`config.mk`:
```
export PLATFORM = sky130hd
export DESIGN_NAME = instr_encoder
export DESIGN_NICKNAME = d
export VERILOG_FILES = /design/src/rtl/instr_encoder_pkg.sv /design/src/rtl/instr_encode_comb.sv /design/src/rtl/instr_encoder.sv
export SDC_FILE = /design/constraint.sdc
export NUM_CORES = 1
export LEC_CHECK = 0
export ABC_AREA = 1
export CAP_MARGIN = 5
export CORE_UTILIZATION = 45
export DETAILED_ROUTE_END_ITERATION = 16
export PLACE_DENSITY_LB_ADDON = 0.15
export SLEW_MARGIN = 5
export SYNTH_ARGS = -nofsm -noshare
export SYNTH_HDL_FRONTEND = slang
export SYNTH_HIERARCHICAL = 1
export SYNTH_SLANG_ARGS = --single-unit
```
`constraint.sdc`:
```
create_clock -name clk -period 2.8 [get_ports clk]
set_input_delay 0.56 -clock clk [delete_from_list [all_inputs] [get_ports clk]]
set_output_delay 0.56 -clock clk [all_outputs]
set_load 0.02 [all_outputs]
```
`src/rtl/instr_encoder_pkg.sv`:
```
// Shared encoding constants for the instruction encoder and the matching decoder bench.
// Holds the op codes, destination codes, opcode prefixes and the reserved NOP bytes.
package instr_encoder_pkg;

    typedef enum logic [2:0] {
        OP_LOAD = 3'd0,
        OP_MOV  = 3'd1,
        OP_ALU  = 3'd2,
        OP_JMP  = 3'd3,
        OP_JNZ  = 3'd4,
        OP_NOP  = 3'd5
    } op_e;

    typedef enum logic [2:0] {
        DST_X0    = 3'd0,
        DST_X1    = 3'd1,
        DST_Y0    = 3'd2,
        DST_Y1    = 3'd3,
        DST_O_REG = 3'd4,
        DST_M     = 3'd5,
        DST_I     = 3'd6,
        DST_DM    = 3'd7
    } dst_e;

    typedef enum logic [1:0] {
        ST_IDLE = 2'd0,
        ST_RUN  = 2'd1,
        ST_FULL = 2'd2
    } state_e;

    localparam logic       PFX_LOAD = 1'b0;
    localparam logic [1:0] PFX_MOV  = 2'b10;
    localparam logic [2:0] PFX_ALU  = 3'b110;
    localparam logic [3:0] PFX_JMP  = 4'b1110;
    localparam logic [3:0] PFX_JNZ  = 4'b1111;

    localparam logic [7:0] NOP_BYTE = 8'hC8;
    localparam logic [7:0] RSV_CF   = 8'hCF;
    localparam logic [7:0] RSV_D8   = 8'hD8;
    localparam logic [7:0] RSV_DF   = 8'hDF;

    // These four bytes land in the ALU prefix space but decode as NOP.
    function automatic logic is_reserved_nop(input logic [7:0] b);
        return (b == NOP_BYTE) || (b == RSV_CF) || (b == RSV_D8) || (b == RSV_DF);
    endfunction

endpackage

```
`src/rtl/instr_encode_comb.sv`:
```
// Combinational field-to-byte encoder; flags requests that have no legal encoding.
module instr_encode_comb
    import instr_encoder_pkg::*;
(
    input  logic [2:0] op,
    input  logic [2:0] dst,
    input  logic [2:0] src,
    input  logic       src_pins,
    input  logic [3:0] imm,
    input  logic       alu_x,
    input  logic       alu_y,
    input  logic [2:0] alu_func,
    output logic [7:0] code,
    output logic       illegal
);

    always_comb begin
        code    = NOP_BYTE;
        illegal = 1'b0;
        case (op)
            OP_LOAD: code = {PFX_LOAD, dst, imm};
            OP_MOV: begin
                // Pin reads reuse the dst==src slot, so a true self-move is unencodable
                // except for o_reg, whose self-move byte means "o_reg <- r".
                if (src_pins) begin
                    code    = {PFX_MOV, dst, dst};
                    illegal = (dst == DST_O_REG);
                end else begin
                    code    = {PFX_MOV, dst, src};
                    illegal = (dst == src) && (dst != DST_O_REG);
                end
            end
            OP_ALU: begin
                code    = {PFX_ALU, alu_x, alu_y, alu_func};
                illegal = is_reserved_nop(code);
            end
            OP_JMP:  code = {PFX_JMP, imm};
            OP_JNZ:  code = {PFX_JNZ, imm};
            OP_NOP:  code = NOP_BYTE;
            default: illegal = 1'b1;
        endcase
    end

endmodule

```
`src/rtl/instr_encoder.sv`:
```
// Streams encoded instruction bytes into program memory, one write per accepted request,
// with a sticky error flag and a 256-byte fill limit.
module instr_encoder
    import instr_encoder_pkg::*;
(
    input  logic       clk,
    input  logic       reset_n,
    input  logic       start,
    input  logic       in_valid,
    output logic       in_ready,
    input  logic [2:0] op,
    input  logic [2:0] dst,
    input  logic [2:0] src,
    input  logic       src_pins,
    input  logic [3:0] imm,
    input  logic       alu_x,
    input  logic       alu_y,
    input  logic [2:0] alu_func,
    output logic       pm_we,
    output logic [7:0] pm_addr,
    output logic [7:0] pm_data,
    output logic       err,
    output logic       full,
    output logic [8:0] count
);

    state_e     state_reg;
    logic       in_ready_reg;
    logic       pm_we_reg;
    logic [7:0] pm_addr_reg;
    logic [7:0] pm_data_reg;
    logic       err_reg;
    logic       full_reg;
    logic [8:0] count_reg;

    logic [7:0] enc_byte;
    logic       enc_illegal;
    logic       accept;

    instr_encode_comb u_encode (
        .op       (op),
        .dst      (dst),
        .src      (src),
        .src_pins (src_pins),
        .imm      (imm),
        .alu_x    (alu_x),
        .alu_y    (alu_y),
        .alu_func (alu_func),
        .code     (enc_byte),
        .illegal  (enc_illegal)
    );

    assign accept = in_valid && (state_reg == ST_RUN);

    always_ff @(posedge clk or negedge reset_n) begin
        if (!reset_n) begin
            state_reg    <= ST_IDLE;
            in_ready_reg <= 1'b0;
            pm_we_reg    <= 1'b0;
            pm_addr_reg  <= 8'd0;
            pm_data_reg  <= 8'd0;
            err_reg      <= 1'b0;
            full_reg     <= 1'b0;
            count_reg    <= 9'd0;
        end else begin
            pm_we_reg <= 1'b0;
            if (start) begin
                state_reg    <= ST_RUN;
                in_ready_reg <= 1'b1;
                pm_addr_reg  <= 8'd0;
                err_reg      <= 1'b0;
                full_reg     <= 1'b0;
                count_reg    <= 9'd0;
            end else begin
                // pm_addr moves on once the write it labels has completed; it parks at 255.
                if (pm_we_reg && (pm_addr_reg != 8'hFF)) begin
                    pm_addr_reg <= pm_addr_reg + 8'd1;
                end
                if (accept) begin
                    if (enc_illegal) begin
                        err_reg <= 1'b1;
                    end else begin
                        pm_we_reg   <= 1'b1;
                        pm_data_reg <= enc_byte;
                        count_reg   <= count_reg + 9'd1;
                        if (count_reg == 9'd255) begin
                            full_reg     <= 1'b1;
                            state_reg    <= ST_FULL;
                            in_ready_reg <= 1'b0;
                        end
                    end
                end
            end
        end
    end

    assign in_ready = in_ready_reg;
    assign pm_we    = pm_we_reg;
    assign pm_addr  = pm_addr_reg;
    assign pm_data  = pm_data_reg;
    assign err      = err_reg;
    assign full     = full_reg;
    assign count    = count_reg;

endmodule

```
==> impl_metrics.yaml <==
route:
  dr.pass1.iters: 4
  via_count: 1814
  ant_nets: 0
  wl_per_cell_um: 11.7
  remaining_drc_errors: 0
  drt_iter0_markers: 119
  viasPerCell: 4.94
  wl_um: 4280
logic_synthesis:
  synthArstFlopShare_pct: 100
  synthXorXnorAreaFrac_pct: 0.480
  synth_cells: 259
  synth_top_family_by_area: "simple AND/OR/NAND/NOR gates"
  netlist_area_um2: 1820
  synthMuxAreaShare_pct: 0
  synth_ff_type: "dfrtp_1"
  avgSynthCellArea_um2: 7.04
  synth_cell_types: 28
  synth_fa_ha_area_share_pct: 2.06
  ys.warnings.count: 6
  seq_area_frac_synth_pct: 39.8
  ys_ff_latch: 29
  synth_compound_area_share_pct: 8.44
  synth-simple-area-share_pct: 40.6
  syn_nets: 285
  synth_edf_count: 0
timing:
  period_needed_ns: 2.30
  fin_crit_sh_pct: 82.2
  slew-limit-headroom_pct: 73.4
  setup_tns_ns: 0
  maxSlewViolCount: 0
  final_hold_viol_count: 0
  worstMarginPinSlew_ns: 0.398
  fmax_mhz: 435
  setup_viol: 0
  rsz0062_at_grt: "false"
  worst_slack_ns: 0.499
  finClkSkew_ns: 0.00561
critical_path:
  crit_required_ns: 2.97
  critPathCaptureType: "flip-flop"
  path_class: "in -> reg"
  start_kind: "input pin"
  cp.arrival_ns: 2.48
  cp_max_fo: 13
cts:
  ctsLongestPathBuffers: 2
  cts_hold_buf: 0
  cts_made_buffers: 5
  cts_setup_buffers: 0
  cts.repair.resized: 0
  clk_pin_slew_ns: 0.06
  cts_tree: "yes"
  clock_sinks: 29
  cts_root_buffer: "clkbuf_8"
  cts_htree_levels: 2
  clock_latency_ns: 0.28
placement:
  globalplace.congestion: 0.849
  dp_hpwl_um: 3180
  place_ws_ns: 0.231
  dp.cells: 359
  io_buffers: 51
floorplan:
  io-pin-count: 52
  die_w_um: 65.7
  die-area_um2: 4310
  floorplan.rows: 22
  core_um2: 3770
  die_h_um: 65.7
  start_util_pct: 48.4
finish:
  drive_gt1_share_pct: 11.6
  final_cells: 367
  utilization_pct: 65.6
  largest_reg_flops: 9
  regArea_um2: 726
  diodes: 0
  multiInputGateArea_um2: 941
  final_cell_mix: "nand2_1 (93), clkdlybuf4s50_1 (51), inv_1 (31)"
  final_common_cell: "nand2_1"
  syn_to_final_growth_pct: 35.7
  nets: 344
  nFillCells: 342
run_status:
  outcome: "finished clean"
pwr:
  p_leak_nw: 1.20
  power_density_nw_per_um2: 418
  ir_drop_v: 0.000186
global_routing:
  antenna_found_initial: 0
  grt_pass1_vias: 1659
  grt_max_degree: 30
  groute.usage.overall_pct: 22.7
  grt_pass1_wl_um: 7300
  grt_remaining_overflow: 0
worst_hold_path:
  hold_class: "reg -> reg"
flow_run:
  cap_violations: 0
## layer usage
metal  global-route usage (%)  vias up  wire length [um]
met5                        0        -                 0
met4                     12.8        0                30
met3                     4.34        2               250
met2                     34.6       54              2010
met1                     30.0      824              1990
li1                         -      934                 -
## worst max-delay path, stage by stage
cell and delay (ns):
clkdlybuf4s50_1 0.57, nand3_1 0.20, nor2_1 0.05, a21boi_1 0.13, nand2_1 0.09, inv_1 0.09
nand2_4 0.09, nor2_4 0.34, inv_2 0.19, nand2_1 0.10, nand2_1 0.05
## cells in the mapped netlist, types with 2 or more instances
library cell / instances / area share [%]
ha_1: 3 / 2.1
nand2_2: 12 / 4.1
nor2_4: 2 / 1.2
o21ai_0: 10 / 2.7
nand4_1: 4 / 1.4
a21oi_1: 5 / 1.4
o211ai_1: 3 / 1.2
nor2_2: 3 / 1.0
nand2_1: 93 / 19
nor3_1: 3 / 0.82
inv_2: 3 / 0.62
nand2_4: 2 / 1.2
dfrtp_1: 29 / 40
o21ai_1: 4 / 1.1
inv_1: 31 / 6.4
nor2_1: 21 / 4.3
nand3_1: 20 / 5.5
## final timing paths
check / start / endpoint / slack (ns) / cells past startpoint
max in group asynchronous: reset_n / pm_data[5] / 1.86 / 2
min in group asynchronous: reset_n / count[8] / 0.66 / 2
worst min register to register: pm_data[4] / pm_data[4] / 0.47 / 2
worst max-delay path: op[1] / pm_data[2] / 0.50 / 11
worst max register to register: state_reg[1] / pm_data[2] / 1.33 / 6
worst min-delay path: pm_data[4] / pm_data[4] / 0.47 / 2
## report_power, final
group          switching (W)  internal [W]
Combinational       0.000130      0.000106
Sequential         0.0000184      0.000445
Clock               0.000164      0.000172
## stage by stage
step | hold WS [ns] | power, W | cell area (um2)
3_3_place_gp | 0.461 | 0.000707 | 2390
2_1_floorplan | 0.264 | 0.000587 | 1820
5_1_grt | 0.503 | 0.00109 | 2470
4_1_cts | 0.478 | 0.00105 | 2470
6_report | 0.473 | 0.00104 | 2470
3_5_place_dp | 0.462 | 0.000707 | 2390
## layout make-up
class | instances | area share (%)
inverters | 35 | 5.36
repair buffers | 54 | 21.5
well taps | 48 | 2.43
clock buffers | 6 | 2.93
multi-input cells | 193 | 38.0
flip-flops and latches | 29 | 29.3
clock inverters | 2 | 0.404
## kinds of logic (layout without fill, tap and decap cells)
logic type	Yosys count	after routing
AOI/OAI and AO/OA	26	26
xor gates and xnor gates	1	1
adders and majority gates	3	3
DFF	29	29
and+or+nand+nor	163	163
buffers and inverters	37	97
Note: power is estimated with default switching activity, not from simulation.
